==> src/rtl/ps2_host_tx.sv <==
// rtl/ps2_host_tx.sv - PS/2 host-to-device command transmitter
// Runs the inhibit / request-to-send handshake, then shifts one byte out on device clock edges.
module ps2_host_tx #(
  parameter int unsigned SYS_CLK_HZ   = 100_000_000,
  parameter int unsigned INHIBIT_US   = 100,
  parameter int unsigned RTS_US       = 5,
  parameter int unsigned START_TMO_US = 15000,
  parameter int unsigned FRAME_TMO_US = 2000
) (
  input  logic       clk,
  input  logic       rst,
  input  logic [7:0] tx_data,
  input  logic       tx_valid,
  output logic       tx_ready,
  input  logic       ps2_clk_in,
  input  logic       ps2_dat_in,
  output logic       ps2_clk_oe,
  output logic       ps2_dat_oe,
  output logic       done,
  output logic       err,
  output logic [1:0] err_code
);

  localparam int unsigned CYC_PER_US  = SYS_CLK_HZ / 1_000_000;
  localparam int unsigned INHIBIT_CYC = CYC_PER_US * INHIBIT_US;
  localparam int unsigned RTS_CYC     = CYC_PER_US * RTS_US;
  localparam int unsigned START_CYC   = CYC_PER_US * START_TMO_US;
  localparam int unsigned FRAME_CYC   = CYC_PER_US * FRAME_TMO_US;
  localparam int unsigned MAX_AB      = (INHIBIT_CYC > RTS_CYC) ? INHIBIT_CYC : RTS_CYC;
  localparam int unsigned MAX_CD      = (START_CYC > FRAME_CYC) ? START_CYC : FRAME_CYC;
  localparam int unsigned MAX_CYC     = (MAX_AB > MAX_CD) ? MAX_AB : MAX_CD;
  // Timers count down from N-1, so the widest load is MAX_CYC-1.
  localparam int          TMR_W       = (MAX_CYC > 1) ? $clog2(MAX_CYC) : 1;

  localparam logic [TMR_W-1:0] INHIBIT_LD = TMR_W'((INHIBIT_CYC > 0) ? INHIBIT_CYC - 1 : 0);
  localparam logic [TMR_W-1:0] RTS_LD     = TMR_W'((RTS_CYC > 0) ? RTS_CYC - 1 : 0);
  localparam logic [TMR_W-1:0] START_LD   = TMR_W'((START_CYC > 0) ? START_CYC - 1 : 0);
  localparam logic [TMR_W-1:0] FRAME_LD   = TMR_W'((FRAME_CYC > 0) ? FRAME_CYC - 1 : 0);
  localparam logic [TMR_W-1:0] TMR_ONE    = TMR_W'(1);

  localparam logic [1:0] ERR_NO_CLK    = 2'd1;
  localparam logic [1:0] ERR_FRAME_TMO = 2'd2;
  localparam logic [1:0] ERR_NO_ACK    = 2'd3;

  typedef enum logic [2:0] {
    S_IDLE,
    S_INHIBIT,
    S_RTS,
    S_WAIT_CLK,
    S_XFER,
    S_WAIT_IDLE
  } state_t;

  state_t           state_q, state_d;
  logic [TMR_W-1:0] timer_q, timer_d;
  logic [3:0]       edge_cnt_q, edge_cnt_d;
  logic [7:0]       data_q, data_d;
  logic             parity_q, parity_d;
  logic [1:0]       err_code_q, err_code_d;
  logic             clk_oe_q, clk_oe_d;
  logic             dat_oe_q, dat_oe_d;
  logic             done_q, done_d;
  logic             err_q, err_d;
  logic             fail;
  logic [1:0]       fail_code;
  logic [2:0]       bit_sel;

  logic clk_meta_q, clk_sync_q, clk_prev_q;
  logic dat_meta_q, dat_sync_q;
  logic clk_fall;

  // Idle-high lines: synchronizers reset to 1 so reset release never looks like an edge.
  always_ff @(posedge clk or negedge rst) begin
    if (!rst) begin
      clk_meta_q <= 1'b1;
      clk_sync_q <= 1'b1;
      clk_prev_q <= 1'b1;
      dat_meta_q <= 1'b1;
      dat_sync_q <= 1'b1;
    end else begin
      clk_meta_q <= ps2_clk_in;
      clk_sync_q <= clk_meta_q;
      clk_prev_q <= clk_sync_q;
      dat_meta_q <= ps2_dat_in;
      dat_sync_q <= dat_meta_q;
    end
  end

  assign clk_fall = clk_prev_q & ~clk_sync_q;

  always_ff @(posedge clk or negedge rst) begin
    if (!rst) begin
      state_q    <= S_IDLE;
      timer_q    <= '0;
      edge_cnt_q <= 4'd0;
      data_q     <= 8'h00;
      parity_q   <= 1'b0;
      err_code_q <= 2'd0;
      clk_oe_q   <= 1'b0;
      dat_oe_q   <= 1'b0;
      done_q     <= 1'b0;
      err_q      <= 1'b0;
    end else begin
      state_q    <= state_d;
      timer_q    <= timer_d;
      edge_cnt_q <= edge_cnt_d;
      data_q     <= data_d;
      parity_q   <= parity_d;
      err_code_q <= err_code_d;
      clk_oe_q   <= clk_oe_d;
      dat_oe_q   <= dat_oe_d;
      done_q     <= done_d;
      err_q      <= err_d;
    end
  end

  always_comb begin
    state_d    = state_q;
    timer_d    = timer_q;
    edge_cnt_d = edge_cnt_q;
    data_d     = data_q;
    parity_d   = parity_q;
    err_code_d = err_code_q;
    fail       = 1'b0;
    fail_code  = 2'd0;
    case (state_q)
      S_IDLE: begin
        if (tx_valid) begin
          data_d     = tx_data;
          parity_d   = ~^tx_data;
          err_code_d = 2'd0;
          edge_cnt_d = 4'd0;
          timer_d    = INHIBIT_LD;
          state_d    = S_INHIBIT;
        end
      end
      S_INHIBIT: begin
        if (timer_q == '0) begin
          timer_d = RTS_LD;
          state_d = S_RTS;
        end else begin
          timer_d = timer_q - TMR_ONE;
        end
      end
      S_RTS: begin
        if (timer_q == '0) begin
          timer_d = START_LD;
          state_d = S_WAIT_CLK;
        end else begin
          timer_d = timer_q - TMR_ONE;
        end
      end
      S_WAIT_CLK: begin
        if (clk_fall) begin
          edge_cnt_d = 4'd1;
          timer_d    = FRAME_LD;
          state_d    = S_XFER;
        end else if (timer_q == '0) begin
          fail      = 1'b1;
          fail_code = ERR_NO_CLK;
        end else begin
          timer_d = timer_q - TMR_ONE;
        end
      end
      S_XFER: begin
        if (timer_q == '0) begin
          fail      = 1'b1;
          fail_code = ERR_FRAME_TMO;
        end else begin
          timer_d = timer_q - TMR_ONE;
          if (clk_fall) begin
            // Edge 11 is the device's ACK slot: data must be held low.
            if (edge_cnt_q == 4'd10) begin
              edge_cnt_d = 4'd11;
              if (dat_sync_q) begin
                fail      = 1'b1;
                fail_code = ERR_NO_ACK;
              end else begin
                state_d = S_WAIT_IDLE;
              end
            end else begin
              edge_cnt_d = edge_cnt_q + 4'd1;
            end
          end
        end
      end
      S_WAIT_IDLE: begin
        if (clk_sync_q && dat_sync_q) begin
          state_d = S_IDLE;
        end else if (timer_q == '0) begin
          fail      = 1'b1;
          fail_code = ERR_FRAME_TMO;
        end else begin
          timer_d = timer_q - TMR_ONE;
        end
      end
      default: state_d = S_IDLE;
    endcase
    if (fail) begin
      state_d    = S_IDLE;
      err_code_d = fail_code;
    end
  end

  // Line drives follow the state being entered, so they change on the same edge as the state.
  always_comb begin
    clk_oe_d = 1'b0;
    dat_oe_d = 1'b0;
    bit_sel  = 3'(edge_cnt_d - 4'd1);
    case (state_d)
      S_INHIBIT:  clk_oe_d = 1'b1;
      S_RTS: begin
        clk_oe_d = 1'b1;
        dat_oe_d = 1'b1;
      end
      S_WAIT_CLK: dat_oe_d = 1'b1;
      S_XFER: begin
        if (edge_cnt_d <= 4'd8) begin
          dat_oe_d = ~data_q[bit_sel];
        end else if (edge_cnt_d == 4'd9) begin
          dat_oe_d = ~parity_q;
        end
      end
      default: begin
        clk_oe_d = 1'b0;
        dat_oe_d = 1'b0;
      end
    endcase
    err_d  = fail;
    done_d = (state_q == S_WAIT_IDLE) && (state_d == S_IDLE) && !fail;
  end

  assign tx_ready   = (state_q == S_IDLE);
  assign ps2_clk_oe = clk_oe_q;
  assign ps2_dat_oe = dat_oe_q;
  assign done       = done_q;
  assign err        = err_q;
  assign err_code   = err_code_q;

endmodule

==> config.mk <==
export PLATFORM = sky130hd
export DESIGN_NAME = ps2_host_tx
export DESIGN_NICKNAME = d
export VERILOG_FILES = /design/src/rtl/ps2_host_tx.sv
export SDC_FILE = /design/constraint.sdc
export NUM_CORES = 1
export LEC_CHECK = 0
export CORE_MARGIN = 2
export CORE_UTILIZATION = 50
export DETAILED_ROUTE_END_ITERATION = 10
export DONT_BUFFER_PORTS = 1
export SETUP_SLACK_MARGIN = 0.5
export SYNTH_ARGS = -nofsm -noshare
export SYNTH_HDL_FRONTEND = slang
export SYNTH_SLANG_ARGS = --single-unit
==> constraint.sdc <==
create_clock -name clk -period 4.55 [get_ports clk]
set_input_delay 0.91 -clock clk [delete_from_list [all_inputs] [get_ports clk]]
set_output_delay 0.91 -clock clk [all_outputs]
set_load 0.03 [all_outputs]
==> flow_summary.toml <==
[yosys]
synthCells = 349
synth.area.top_cells = "dfrtp_1 (35%), o21ai_0 (5.2%), dfstp_2 (4.3%)"
synth_top_area_share_pct = 34.8
syn_nets = 369
synth.yosys.seq_area_share_pct = 39.1
synth.avg_cell_area_um2 = 8.86
ys_seq_elements = 48
yosysWarnings = 0
synth_top_cell_by_area = "dfrtp_1"
yosysUniqueCellTypes = 66
synth_area_um2 = 3090
synth_flop_cell = "dfrtp_1"
ys_async_sr_fraction_pct = 100
synth_edf_count = 0

[floorplan]
fp.dieW_um = 82.6
start_util_pct = 51.9
coreArea_um2 = 5960
die_h_um = 82.6
rows = 28
dieArea_um2 = 6830
ios = 20

[cells_and_area]
utilization_pct = 54.6
area_growth_pct = 5.14
layout.nets = 363
final_common_cell = "dfrtp_1"
final_cell_mix = "dfrtp_1 (43), nand2_1 (34), o21ai_0 (32), nor2_1 (26)"
drive_gt1_share_pct = 11.3
diodes = 0
fillers = 562

[timing]
tightest_slew_ns = 0.791
post-route-period-util_pct = 80.6
drv_slew = 0
slew_headroom_pct = 47.0
hold_viol = 0
period_minus_slack_ns = 3.67
setup_viol = 0
fmax_mhz = 273
clock_skew_ns = 0.00442
rsz0062_at_grt = "false"
setup_tns_ns = 0

[route]
dr.pass1.iters = 5
routed_wl_mm = 7.61
ant_nets = 0
drc = 0
routed_via_density = 6.26
drt_iter0_markers = 245
wire_per_inst_um = 18.2
vias = 2625

[clock_tree]
clock-sinks = 48
h-tree-depth = 2
post-cts-setup-buffers = 0
cts_resized = 0
ctsHoldBuffers = 0
cts_made_buffers = 5
root_buffer = "clkbuf_8"
clk_pin_slew_ns = 0.09
cts_tree = "built"
clk_latency_ns = 0.30
clockBufferDepth = 2

[grt]
antenna_found_initial = 0
grt_max_degree = 49
grt_pass1_wl_mm = 12.8
grt.total_usage_pct = 24.6
grt_pass1_vias = 2503
grt.overflow.total = 0

[pwr]
vdd_ir_drop_max_mv = 0.220
cellPowerDensity_nw_per_um2 = 442
leakage_nw = 1.43

[critical_path]
critical_path_arrival_ns = 3.86
crit_required_ns = 4.74
crit_top_cell = "mux2i_1"
startpoint = "timer_q[1]"
worst-setup-path-type = "reg -> reg"
end_kind = "flop"
path_buf_inv = 1
cp_max_fo = 10
critPathSlowestCell = "or3_1"
startpoint_type = "flop"
rrSetupSlack_ns = 0.88
r2r_start = "timer_q[1]"
path_cells = "inv_1 -> ha_1 -> or3b_2 -> or3_1 -> o21ai_0 -> a21oi_1 -> o32a_1 -> ha_1 -> mux2i_1 -> mux2i_1 -> mux2i_1 -> o22a_1"
cp_top_family = "simple AND/OR/NAND/NOR gates"
max_stage_delay_ns = 0.60

[run_status]
outcome = "finished clean"

[place]
io_buffers = 0
place_congestion = 0.884
post-dp-hpwl_mm = 5.48

[min_path]
holdCritPathClass = "in -> async"

[run]
maxCapViolations = 0
-- cell families (layout without fill, tap and decap cells) --
family,count (synthesis),in the layout,share of synthesized area (%)
compound gates,115,115,25.5
simple gates,115,115,18.8
flops,48,48,39.1
buf+inv,37,32,5.10
mux,16,16,5.51
xor+xnor,11,11,3.12
fa+ha+maj,7,7,2.83
-- layer usage --
layer  GRT usage [%]  wire length, um
met5               0                0
met4            8.20              166
met3            6.63              459
met2            38.1             3620
met1            33.4             3370
-- registers in the layout, summed over array words and instances (netlist names), 2 cells and up --
name / flops
data_q: 8
timer_q: 21
edge_cnt_q: 4
state_q: 3
err_code: 2
-- synth_stat cells, types with 4 or more instances --
library cell,count
a21oi_1,19
o31ai_1,4
xor2_1,4
clkbuf_1,11
nor4_1,4
nand2_1,34
or3_1,4
o21ai_0,32
ha_1,7
dfrtp_1,43
inv_1,19
o21a_1,4
o21ai_1,4
nor2_1,26
nand3_1,14
mux2i_1,8
a211oi_1,5
nand2b_1,4
a31oi_1,5
nor3_1,7
mux2_2,8
dfstp_2,5
a21o_1,4
xnor2_1,7
a22o_1,4
-- power breakdown --
part           internal [mW]  leakage, nW  switching, mW
combinational          0.217        0.770          0.237
clock                  0.180       0.0614          0.143
sequential             0.538        0.599          0.120
total                  0.935         1.43          0.500
-- layout make-up --
class / count / area, um^2 / share of cell area, %
clock buffers: 6 / 82.6 / 2.54
clock inverters: 2 / 38.8 / 1.19
well taps: 75 / 93.8 / 2.89
inverters: 21 / 78.8 / 2.43
repair buffers: 3 / 22.5 / 0.693
flip-flops and latches: 48 / 1210 / 37.2
multi-input cells: 264 / 1730 / 53.1
-- final timing paths --
path | endpoint | cells past startpoint
hold reg to reg | clk_sync_q | 0
setup reg to reg | ps2_dat_oe | 12
hold / removal | err | 0
min in group clk | clk_sync_q | 0
max in group asynchronous | clk_prev_q | 0
setup / recovery | ps2_dat_oe | 12
-- stage by stage --
step | instances | setup slack, ns | power [mW] | hold slack, ns | area [um^2]
after floorplan | 349 | 1.18 | 1.00 | 0.345 | 3090
after global placement | 411 | 1.01 | 1.11 | 0.346 | 3130
after detailed placement | 411 | 0.891 | 1.12 | 0.349 | 3130
after CTS | 419 | 0.881 | 1.45 | 0.281 | 3250
after global routing | 419 | 0.531 | 1.54 | 0.266 | 3250
final | 419 | 0.884 | 1.44 | 0.298 | 3250
Note: power is estimated with default switching activity, not from simulation.
